## src/rtl/binary_counter_n_updown_load_pkg.sv

```systemverilog
// Shared types and the operation decoder for the up/down counter with parallel load.
package binary_counter_n_updown_load_pkg;

  // Operation selected on a clock edge; one per priority level.
  typedef enum logic [2:0] {
    OP_HOLD = 3'd0,
    OP_CLR  = 3'd1,
    OP_LOAD = 3'd2,
    OP_INC  = 3'd3,
    OP_DEC  = 3'd4
  } cnt_op_e;

  // Priority decode: synchronous clear, then load, then count in the chosen direction.
  function automatic cnt_op_e decode_op(input logic sync_clr, input logic load,
                                        input logic count, input logic up);
    cnt_op_e op;
    op = OP_HOLD;
    if (sync_clr) begin
      op = OP_CLR;
    end else if (load) begin
      op = OP_LOAD;
    end else if (count) begin
      op = up ? OP_INC : OP_DEC;
    end
    return op;
  endfunction

endpackage

```

## src/rtl/binary_counter_n_updown_load_if.sv

```systemverilog
// Control/data bundle between a counter stage and whatever drives and observes it.
interface binary_counter_n_updown_load_if #(
  parameter int unsigned WIDTH = 4
);

  logic [WIDTH-1:0] Data_in;
  logic [WIDTH-1:0] Limit;
  logic             Count;
  logic             Up;
  logic             Load;
  logic             Sync_clr;
  logic [WIDTH-1:0] A_count;
  logic             C_out;
  logic             Wrapped;
  logic             Zero;

  // Driver side: supplies controls, observes count and flags.
  modport master (
    output Data_in, Limit, Count, Up, Load, Sync_clr,
    input  A_count, C_out, Wrapped, Zero
  );

  // Counter side.
  modport slave (
    input  Data_in, Limit, Count, Up, Load, Sync_clr,
    output A_count, C_out, Wrapped, Zero
  );

endinterface

```

## src/rtl/binary_counter_n_updown_load_next.sv

```systemverilog
// Combinational next-count, terminal detect and carry/borrow strobe for one counter stage.
module binary_counter_n_updown_load_next
  import binary_counter_n_updown_load_pkg::*;
#(
  parameter int unsigned WIDTH = 4
) (
  input  logic [WIDTH-1:0] a_count_i,
  input  logic [WIDTH-1:0] data_in_i,
  input  logic [WIDTH-1:0] limit_i,
  input  logic             sync_clr_i,
  input  logic             load_i,
  input  logic             count_i,
  input  logic             up_i,
  output logic [WIDTH-1:0] cnt_d_o,
  output logic             term_c_o,
  output logic             wrap_clr_c_o
);

  cnt_op_e op;

  // Next value per decoded operation; term flags the wrapping edge (carry up, borrow down).
  always_comb begin
    op       = decode_op(sync_clr_i, load_i, count_i, up_i);
    cnt_d_o  = a_count_i;
    term_c_o = 1'b0;
    case (op)
      OP_CLR:  cnt_d_o = '0;
      OP_LOAD: cnt_d_o = data_in_i;
      OP_INC: begin
        // >= so a value loaded or left above a lowered Limit wraps on the next up-count.
        if (a_count_i >= limit_i) begin
          cnt_d_o  = '0;
          term_c_o = 1'b1;
        end else begin
          cnt_d_o = a_count_i + WIDTH'(1);
        end
      end
      OP_DEC: begin
        if (a_count_i == '0) begin
          cnt_d_o  = limit_i;
          term_c_o = 1'b1;
        end else begin
          cnt_d_o = a_count_i - WIDTH'(1);
        end
      end
      default: cnt_d_o = a_count_i;
    endcase
  end

  // Clear and load both drop the sticky wrap flag.
  assign wrap_clr_c_o = (op == OP_CLR) || (op == OP_LOAD);

endmodule

```

## src/rtl/binary_counter_n_updown_load.sv

```systemverilog
// WIDTH-bit up/down counter with parallel load, programmable terminal value,
// synchronous/asynchronous clear, carry/borrow strobe and sticky wrap flag.
module binary_counter_n_updown_load
  import binary_counter_n_updown_load_pkg::*;
#(
  parameter int unsigned WIDTH     = 4,
  parameter int unsigned RESET_VAL = 0
) (
  input  logic                                 CLK,
  input  logic                                 Clear_b,
  binary_counter_n_updown_load_if.slave        cnt_if
);

  localparam logic [WIDTH-1:0] RESET_CNT = WIDTH'(RESET_VAL);

  logic [WIDTH-1:0] cnt_q, cnt_d;
  logic             wrapped_q, wrapped_d;
  logic             term_c;
  logic             wrap_clr_c;

  binary_counter_n_updown_load_next #(
    .WIDTH (WIDTH)
  ) u_next (
    .a_count_i    (cnt_q),
    .data_in_i    (cnt_if.Data_in),
    .limit_i      (cnt_if.Limit),
    .sync_clr_i   (cnt_if.Sync_clr),
    .load_i       (cnt_if.Load),
    .count_i      (cnt_if.Count),
    .up_i         (cnt_if.Up),
    .cnt_d_o      (cnt_d),
    .term_c_o     (term_c),
    .wrap_clr_c_o (wrap_clr_c)
  );

  // Sticky wrap flag: cleared by clear/load, set by any wrapping count.
  always_comb begin
    wrapped_d = wrapped_q;
    if (wrap_clr_c) begin
      wrapped_d = 1'b0;
    end else if (term_c) begin
      wrapped_d = 1'b1;
    end
  end

  // Count and flag registers; Clear_b forces the reset value immediately.
  always_ff @(posedge CLK or negedge Clear_b) begin
    if (!Clear_b) begin
      cnt_q     <= RESET_CNT;
      wrapped_q <= 1'b0;
    end else begin
      cnt_q     <= cnt_d;
      wrapped_q <= wrapped_d;
    end
  end

  // C_out and Zero are combinational so a cascaded stage sees the strobe in the same cycle.
  assign cnt_if.A_count = cnt_q;
  assign cnt_if.Wrapped = wrapped_q;
  assign cnt_if.C_out   = term_c;
  assign cnt_if.Zero    = (cnt_q == '0);

endmodule

```

## src/flat_wrapper.sv

```systemverilog
// flat-port wrapper written by rule: the top's interface ports become plain ports
module binary_counter_n_updown_load_flat import binary_counter_n_updown_load_pkg::*;
#(
  parameter int unsigned WIDTH     = 4,
  parameter int unsigned RESET_VAL = 0
)
  (CLK, Clear_b, cnt_if_Data_in, cnt_if_Limit, cnt_if_Count, cnt_if_Up, cnt_if_Load, cnt_if_Sync_clr, cnt_if_A_count, cnt_if_C_out, cnt_if_Wrapped, cnt_if_Zero);
  binary_counter_n_updown_load_if #(.WIDTH(WIDTH)) cnt_if_i ();
  input  logic CLK;
  input  logic Clear_b;
  input wire logic [$bits(cnt_if_i.Data_in)-1:0] cnt_if_Data_in;
  input wire logic [$bits(cnt_if_i.Limit)-1:0] cnt_if_Limit;
  input wire logic [$bits(cnt_if_i.Count)-1:0] cnt_if_Count;
  input wire logic [$bits(cnt_if_i.Up)-1:0] cnt_if_Up;
  input wire logic [$bits(cnt_if_i.Load)-1:0] cnt_if_Load;
  input wire logic [$bits(cnt_if_i.Sync_clr)-1:0] cnt_if_Sync_clr;
  output wire logic [$bits(cnt_if_i.A_count)-1:0] cnt_if_A_count;
  output wire logic [$bits(cnt_if_i.C_out)-1:0] cnt_if_C_out;
  output wire logic [$bits(cnt_if_i.Wrapped)-1:0] cnt_if_Wrapped;
  output wire logic [$bits(cnt_if_i.Zero)-1:0] cnt_if_Zero;
  assign cnt_if_i.Data_in = cnt_if_Data_in;
  assign cnt_if_i.Limit = cnt_if_Limit;
  assign cnt_if_i.Count = cnt_if_Count;
  assign cnt_if_i.Up = cnt_if_Up;
  assign cnt_if_i.Load = cnt_if_Load;
  assign cnt_if_i.Sync_clr = cnt_if_Sync_clr;
  assign cnt_if_A_count = cnt_if_i.A_count;
  assign cnt_if_C_out = cnt_if_i.C_out;
  assign cnt_if_Wrapped = cnt_if_i.Wrapped;
  assign cnt_if_Zero = cnt_if_i.Zero;
  binary_counter_n_updown_load #(.WIDTH(WIDTH), .RESET_VAL(RESET_VAL)) u_core (.CLK(CLK), .Clear_b(Clear_b), .cnt_if(cnt_if_i));
endmodule
```

## config.mk

```make
export PLATFORM = sky130hd
export DESIGN_NAME = binary_counter_n_updown_load_flat
export DESIGN_NICKNAME = d
export VERILOG_FILES = /design/src/rtl/binary_counter_n_updown_load_pkg.sv /design/src/rtl/binary_counter_n_updown_load_if.sv /design/src/rtl/binary_counter_n_updown_load_next.sv /design/src/rtl/binary_counter_n_updown_load.sv /design/src/flat_wrapper.sv
export SDC_FILE = /design/constraint.sdc
export NUM_CORES = 1
export LEC_CHECK = 0
export BUFFER_PORTS_ARGS = -buffer_cell sky130_fd_sc_hd__buf_4
export CAP_MARGIN = 20
export CORE_AREA = 3 3 40 42
export DETAILED_ROUTE_END_ITERATION = 10
export DIE_AREA = 0 0 43 45
export GPL_ROUTABILITY_DRIVEN = 0
export MAX_ROUTING_LAYER = met4
export PLACE_DENSITY_LB_ADDON = 0.15
export SYNTH_ARGS = -nofsm -noshare
export SYNTH_HDL_FRONTEND = slang
export SYNTH_HIERARCHICAL = 1
export SYNTH_SLANG_ARGS = --single-unit
```

## constraint.sdc

```tcl
create_clock -name CLK -period 2.4 [get_ports CLK]
set_input_delay 0.48 -clock CLK [delete_from_list [all_inputs] [get_ports CLK]]
set_output_delay 0.48 -clock CLK [all_outputs]
set_load 0.02 [all_outputs]
```

# ---- Yosys cells after proc, flatten, opt, wreduce, memory -nomap -nowiden
# Index checks and enable logic that the tools add are counted.
dict set report totals {
  word_cells 25
  output_inout_bits 7
  register_bits 5
}
dict set report op_classes {
  magnitude_cmp 1
  n_reduce_logical 4
  eq_ne 4
  n_addsub 2
  mux 12
}
# cell count
set ops {}
lappend ops {{one-hot mux 4 bit (4 select lines)} 1}
lappend ops {{2-to-1 mux 3 bit} 4}
lappend ops {{2-to-1 mux 4 bit} 2}
lappend ops {{== test 3 x 2 -> 1 bit, second input constant} 2}
lappend ops {{adder 4 x 1 -> 4 bit, second input constant} 1}
lappend ops {{greater-or-equal comparator 4 bit} 1}
lappend ops {{zero test 4 bit} 1}
lappend ops {{2-to-1 mux 1 bit} 4}
lappend ops {{nonzero test 4 bit} 1}
lappend ops {{subtractor 4 x 1 -> 4 bit, second input constant} 1}
lappend ops {{== test 3 x 1 -> 1 bit, second input constant} 1}
lappend ops {{== test 3 bit, second input constant} 1}
lappend ops {{one-hot mux 1 bit (2 select lines)} 1}
lappend ops {{nonzero test 2 bit} 1}
lappend ops {{logical OR 1 bit} 1}

# ---- Logic depth before layout (Yosys ltp)
# Gate-level depths: netlist (run 1).
dict set report logic_depth {
  word_depth 8
  depth_mapped 7
  ltp_nobuf 7
}

# ---- By module
# Netlist (run 1), hierarchy kept.
# module n_inst area_each_um2 seq_area_each_um2 cells_each
set by_module_without_submodules {}
lappend by_module_without_submodules {binary_counter_n_updown_load_next 1 464.2 0.0 64}
lappend by_module_without_submodules {binary_counter_n_updown_load 1 147.6 125.1 7}

# ---- Worst setup path after synthesis (run 1)
# OpenSTA, ideal clock, no wires.
dict set report synth_path {
  path_kind {reg-to-output}
  start {register u_core.cnt_q[0] (netlist: u_core/cnt_if.A_count[0])}
  end {output cnt_if_C_out}
  setup_slack_ns 0.064
  n_path_buf 0
  path_stages_with_launch 7
  arrival_time_ns 1.856
  required_ns 1.920
  cell_sequence {dfrtp_1 > inv_1 > ha_1 > nand2b_4 > a2111oi_4 > nor3b_1 > o21a_1}
}
dict set report synth_between {
  elab_chain_cells 3
  elab_cells_between_ends 5
  cone_classes {1 x order compare; 3 x mux; 1 x reduce/logical}
}
# element line_no
set synth_lines {}
lappend synth_lines {{start, declared} binary_counter_n_updown_load.sv:16} ;# logic [WIDTH-1:0] cnt_q, cnt_d;
lappend synth_lines {{start signal, assigned} binary_counter_n_updown_load.sv:52} ;# cnt_q <= cnt_d;
lappend synth_lines {{greater-or-equal comparator 4 bit / zero test 4 bit (equally long branches)} {binary_counter_n_updown_load_next.sv:31, binary_counter_n_updown_load_next.sv:39}}
lappend synth_lines {{2-to-1 mux 1 bit (on tied branches)} {binary_counter_n_updown_load_next.sv:31, binary_counter_n_updown_load_next.sv:39}}
lappend synth_lines {{one-hot mux 1 bit (2 select lines) *} binary_counter_n_updown_load_next.sv:26} ;# case (op)
lappend synth_lines {{end, declared} flat_wrapper.sv:18} ;# output wire logic [$bits(cnt_if_i.C_out)-1:0] cnt_if_C_out;
# Mark *: on every way between the ends. The rest lies on a longest branch, timed or not.

# ---- Worst setup path in the final report (run 1)
dict set report layout_path {
  start {register u_core.cnt_q[1] (netlist: u_core/cnt_if.A_count[1])}
  end {output cnt_if_C_out}
}
# The elaborated chain is that of the path after synthesis.

==> run_results.csv, run 1 <==
group,metric,value,unit
status,run_status,"complete, no violations",
grt,overflow,0,
timing,worst_slew_pin_slew,372.1,ps
cts,insertion_delay,240,ps
routing,wl_per_cell,13.55,um
routing,ant_nets,0,
logic_synthesis,synthDistinctLibCells,29,
logic_synthesis,yosys-top-cells-area,"dfrtp_1 (20%), ha_1 (12%), a21oi_1 (4.9%), o211ai_1 (4.9%), a2111oi_4 (4.5%)",
logic_synthesis,syn_area_per_cell,8.617,um^2
logic_synthesis,seq_area_frac_synth,0.2045,
routing,met1_length,722,um
floorplan,die_y,45,um
power_and_ir_drop,pwr-share-seq,0.242,
setup_path,cp-startpoint,"u_core/cnt_if.A_count[1]",
timing,fmaxAchievable,427.5,MHz
power_and_ir_drop,switchingPower,0.0001335,W
routing,drt-pass1-iter-count,4,
timing,period_needed,2339,ps
setup_path,critPathMaxFanout,4,
logic_synthesis,netlist_area,611.8,um^2
setup_path,r2r_start,"u_core/cnt_if.A_count[0]",
grt,antenna_found_initial,0,
logic_synthesis,async_flop_share,1.000,
timing,maxSlewHeadroom,0.7455,
cts,htreeDepth,1,
timing,setup_violations,0,
cts,root_buffer,"clkbuf_4",
timing,fin_skew,0.3322,ps
logic_synthesis,synth_fp_nets,91,
setup_path,critPathLaunchType,"register",
logic_synthesis,synth_ff_type,"dfrtp_1",
min_path,hold_path_class,"input port to asynchronous set/reset pin",
place,hpwl,1.319,mm
place,portBuffers,20,
floorplan,core,1285,um^2
timing,hold_violations,0,
logic_synthesis,synth_top_cell_by_area,"dfrtp_1",
layout,layout_common_cells,"buf_4 (28), nand2_1 (6), a21oi_1 (6)",
logic_synthesis,yosysWarningCount,6,
routing,dr_wl_met2,797,um
grt,grt_pass1_wl,2.794,mm
power_and_ir_drop,comb_power_share,0.518,
grt,grt_max_degree,12,
setup_path,arrival,1860,ps
grt,grt_pass1_vias,642,
cts,cts_buffer_depth,2,
setup_path,crit_type,"register to output port",
routing,remaining_drc_errors,0,
layout,layout_commonest_cell,"buf_4",
power_and_ir_drop,p_int,0.0002639,W
layout,final_util,0.7030,
layout,antenna_cells,0,
cts,clk_pin_slew_worst_paths,40,ps
job,maxCapViolations,0,
power_and_ir_drop,p_leak,0.4228,nW
setup_path,required,1920,ps
routing,top_layer_used,"met3",
cts,cts_buffers,3,
routing,drt_iter0_markers,12,
timing,finalMaxSlewViolations,0,
logic_synthesis,synth_seq_cells,5,
logic_synthesis,synth_edf_count,0,
setup_path,cp-end-kind,"output port",
cts,tritoncts,"yes",
timing,finalCritPeriodShare,0.9747,
logic_synthesis,yosys.area.top_type_share,0.2045,
routing,met3_wirelength,78,um
routing,drt-vias-per-instance,5.483,
power_and_ir_drop,ir_worst_vdd,238.1,uV
floorplan,io_pins,21,
power_and_ir_drop,power_density,439.9,nW/um^2
routing,drt_wl_total,1.599,mm
routing,vias,647,
power_and_ir_drop,p_clk_frac,0.239,
floorplan,dieArea,1935,um^2
logic_synthesis,syn_inst,71,
cts,cts_sinks,5,
layout,drive_above_1_share,0.4563,
power_and_ir_drop,swShare,0.3359,
floorplan,die_w,43,um
floorplan,placementRows,13,
layout,fin_nets,124,
power_and_ir_drop,power.total,0.0003974,W
layout,syn2layout_area_growth,47.65,%
floorplan,initial_core_util,0.4761,
grt,grt.total_usage,0.1943,
## routing by layer
metal  vias to the layer above  GRT usage
met4                         0    0.03614
met1                       298     0.2403
met3                         0    0.03586
met5                         -          -
met2                        15     0.3353
li1                        334          -
## through the flow
stage	instances	hold WS (ps)	TNS, ps	setup slack, ps	area (um^2)
after floorplan	71	184.4	0	63.73	611.8
after global placement	112	280.8	0	86.89	828.3
after detailed placement	112	283.4	0	69.89	828.3
after CTS	116	28.47	0	3.850	854.6
after global routing	118	22.91	-6.642	-6.642	903.4
final	118	33.96	0	60.62	903.4
## sequential cells by signal (all words and copies together) (netlist names)
register	cells
u_core/cnt_if.A_count	4
u_core/cnt_if.Wrapped	1
## critical path, stage by stage (launching register included)
cell and delay [ps]:
dfrtp_1 420, ha_1 360, a2111oi_4 400, nor3b_2 80, o21a_1 230, buf_6 140
## power groups by stage
stage                     logic [W]  clock network [W]  registers [W]
after floorplan           0.0000959                  0       0.000111
after global placement     0.000181                  0      0.0000974
after detailed placement   0.000185                  0      0.0000975
after CTS                  0.000186          0.0000987      0.0000963
after global routing       0.000227           0.000106      0.0000973
final                      0.000206          0.0000951      0.0000963
## area by class of cell
type	count	area, um^2
well taps	15	18.77
clock buffers	4	26.28
multi-input cells	59	489.2
flip-flops and latches	5	125.1
inverters	6	22.52
fillers	104	381.6
repair buffers	29	221.5
## cell usage after synthesis (all sizes together) (2+ instances only)
cell type,count
o2111ai,2
nand2,6
inv,6
or3,2
a2111oi,3
o21ai,3
dfrtp,5
a22oi,2
o21a,2
nor3,2
or2b,2
ha,6
or2,3
nor3b,2
a21oi,6
o211ai,4
nor2,5
## cell families after synthesis
kind of cell / share of synthesized area
simple gates: 0.2842
buf+inv: 0.04498
compound gates: 0.3190
flops: 0.2045
mux: 0.02453
fa+ha+maj: 0.1227
## repair_timing
item,in CTS,in global routing
setup buffers,0,2
endpoints found under the hold margin,0,0
endpoints found under the setup margin,1,1
hold buffers,0,0
gates cloned,0,0
gates resized for setup,0,6
pin swaps,1,3
## path summary, 6_finish.rpt
| path | slack, ps | to | cells past startpoint |
|---|---|---|---|
| setup / recovery | 60 | cnt_if_C_out | 5 |
| hold / removal | 30 | u_core/cnt_if.Wrapped | 1 |
| setup reg to reg | 440 | u_core/cnt_if.A_count[0] | 8 |
| hold reg to reg | 500 | u_core/cnt_if.Wrapped | 1 |
| max in group asynchronous | 2260 | u_core/cnt_if.A_count[1] | 1 |
| min in group CLK | 500 | u_core/cnt_if.Wrapped | 1 |
Power figures use the tool's default switching activity.
==> run 2, diff against run 1 <==
--- a/config.mk
+++ b/config.mk
@@ -5,7 +5,7 @@
 export SDC_FILE = /design/constraint.sdc
 export NUM_CORES = 1
 export LEC_CHECK = 0
-export BUFFER_PORTS_ARGS = -buffer_cell sky130_fd_sc_hd__buf_4
+export BUFFER_PORTS_ARGS = -buffer_cell sky130_fd_sc_hd__buf_2
 export CAP_MARGIN = 20
 export CORE_AREA = 3 3 40 42
 export DETAILED_ROUTE_END_ITERATION = 10
==> run 2 against run 1 <==
  * Global-route usage shrank 0.34 points
  * Largest power group unchanged
  * Critical path depth grew 2
  * Hold slack gained 9.6 ps
  * Flip-flop and latch count unchanged
  * Clock skew grew 1.7 ps
  * Power fell by 5.1%
  * Cell count down 0.85%
  * Core utilization decreased by 5.0 points
  * Via count rose by 4.2%
==> run_results.csv, run 2 (same netlist as run 1, synthesis figures left out) <==
group,metric,value,unit
timing,setup_violations,0,
layout,largest_reg_flops,4,
cts,root_buffer,"clkbuf_4",
timing,fmaxAchievable,419.0,MHz
timing,finalCritPeriodShare,0.9945,
timing,maxSlewHeadroom,0.7264,
cts,cts_sinks,5,
setup_path,ff2ff_path_depth,7,
layout,regArea,126.4,um^2
routing,drt_wl_total,1.677,mm
grt,grt_max_degree,12,
layout,syn2layout_area_growth,37.22,%
layout,fillCellCount,120,
routing,drt-pass1-iter-count,4,
setup_path,cp-end-kind,"output port",
timing,hold_violations,0,
layout,fin_area,839.6,um^2
setup_path,reg2reg_slack,440,ps
layout,layout_commonest_cell,"buf_2",
cts,postCtsHoldBufs,0,
power_and_ir_drop,power.total,0.0003772,W
floorplan,die_y,45,um
floorplan,core,1285,um^2
cts,clk_pin_slew_worst_paths,40,ps
floorplan,placementRows,13,
layout,fin_nets,123,
cts,insertion_delay,240,ps
floorplan,initial_core_util,0.4761,
cts,htreeDepth,1,
timing,period_needed,2387,ps
layout,layout_common_cells,"buf_2 (19), buf_4 (8), nand2_1 (6), a21oi_1 (6)",
routing,wl_per_cell,14.33,um
floorplan,dieArea,1935,um^2
routing,ant_nets,0,
grt,grt_pass1_vias,626,
routing,drt-vias-per-instance,5.761,
grt,overflow,0,
timing,holdWs,43.54,ps
setup_path,critPathLaunchType,"register",
place,pre_cts_slack,84.50,ps
power_and_ir_drop,power_density,449.3,nW/um^2
timing,finalMaxSlewViolations,0,
routing,remaining_drc_errors,0,
routing,drt_iter0_markers,7,
setup_path,crit_type,"register to output port",
cts,tritoncts,"yes",
grt,grt.total_usage,0.1909,
setup_path,arrival,1910,ps
power_and_ir_drop,p_leak,0.4025,nW
place,portBuffers,20,
layout,multi_input_area,479.2,um^2
floorplan,die_w,43,um
power_and_ir_drop,ir_worst_vdd,193.1,uV
floorplan,io_pins,21,
cts,cts_buffers,3,
status,run_status,"complete, no violations",
cts,cts_buffer_depth,2,
setup_path,timing.rr.end,"u_core/cnt_if.A_count[0]",
grt,antenna_found_initial,0,
timing,setup_ws,13.16,ps
routing,vias,674,
layout,final_util,0.6534,
place,placed_area,770.7,um^2
setup_path,required,1920,ps
timing,rsz0062_at_grt,"true",
layout,antenna_cells,0,
min_path,hold_path_class,"input port to asynchronous set/reset pin",
job,maxCapViolations,0,
timing,fin_skew,2.067,ps
timing,worst_slew_pin_slew,400.1,ps
setup_path,critPathMaxFanout,5,
layout,drive_above_1_share,0.4608,
setup_path,r2r_start,"u_core/cnt_if.A_count[0]",
grt,grt_pass1_wl,2.711,mm
place,hpwl,1.322,mm
run 2: cell count changes in the layout (fill, tap and decap cells not counted):
cell,delta
dfrtp_1,-1
dfrtp_2,+1
ha_2,+1
ha_4,-1
buf_4,-20
buf_2,+19
run 2: power breakdown:
part / switching, W / leakage [nW] / internal [W]
clock network: 0.0000338 / 0.0150 / 0.0000628
logic: 0.0000938 / 0.322 / 0.0000890
registers: 0.00000675 / 0.0653 / 0.0000910
total: 0.000134 / 0.402 / 0.000243
run 2: layout make-up:
type,count,area share
Clock buffer,4,0.03130
Inverter,6,0.02683
Multi-Input combinational cell,59,0.5708
Sequential cell,5,0.1505
Tap cell,15,0.02235
Timing Repair Buffer,28,0.1982
run 2: per-layer routing:
layer,up-vias,track usage,routed length [um]
met2,21,0.3323,853
met3,0,0.02390,102
met4,0,0.05422,0
met1,323,0.2330,721
met5,-,-,0
li1,330,-,-
run 2: worst max-delay path by stage:
stage / slack [ps] / from / end / cells after the start
finish: 10 / u_core/cnt_if.A_count[0] / cnt_if_C_out / 7
global route: -60 / u_core/cnt_if.A_count[0] / cnt_if_C_out / 7
CTS: 10 / u_core/cnt_if.A_count[0] / cnt_if_C_out / 7
detailed placement: 80 / cnt_if_Limit[0] / cnt_if_C_out / 7
global placement: 100 / cnt_if_Limit[0] / cnt_if_C_out / 7
floorplan: 60 / u_core/cnt_if.A_count[0] / cnt_if_C_out / 6
run 2: what timing repair did:
action	4_1_cts	5_1_grt
setup buffers	1	1
pin swaps	2	4
gates cloned	0	0
resized for setup	2	5
setup endpoints to repair	1	1
run 2: per-stage QoR:
step | std cells | TNS (ps)
final | 117 | 0
after global routing | 117 | -55.77
after floorplan | 71 | 0
after CTS | 116 | 0
after detailed placement | 111 | 0
after global placement | 111 | 0
run 2: critical path: stages, from the launching register on:
cell and delay [ps]:
dfrtp_1 390, inv_2 90, buf_4 130, ha_2 200
or3b_4 410, nor2_1 110, o21a_1 190, buf_6 140
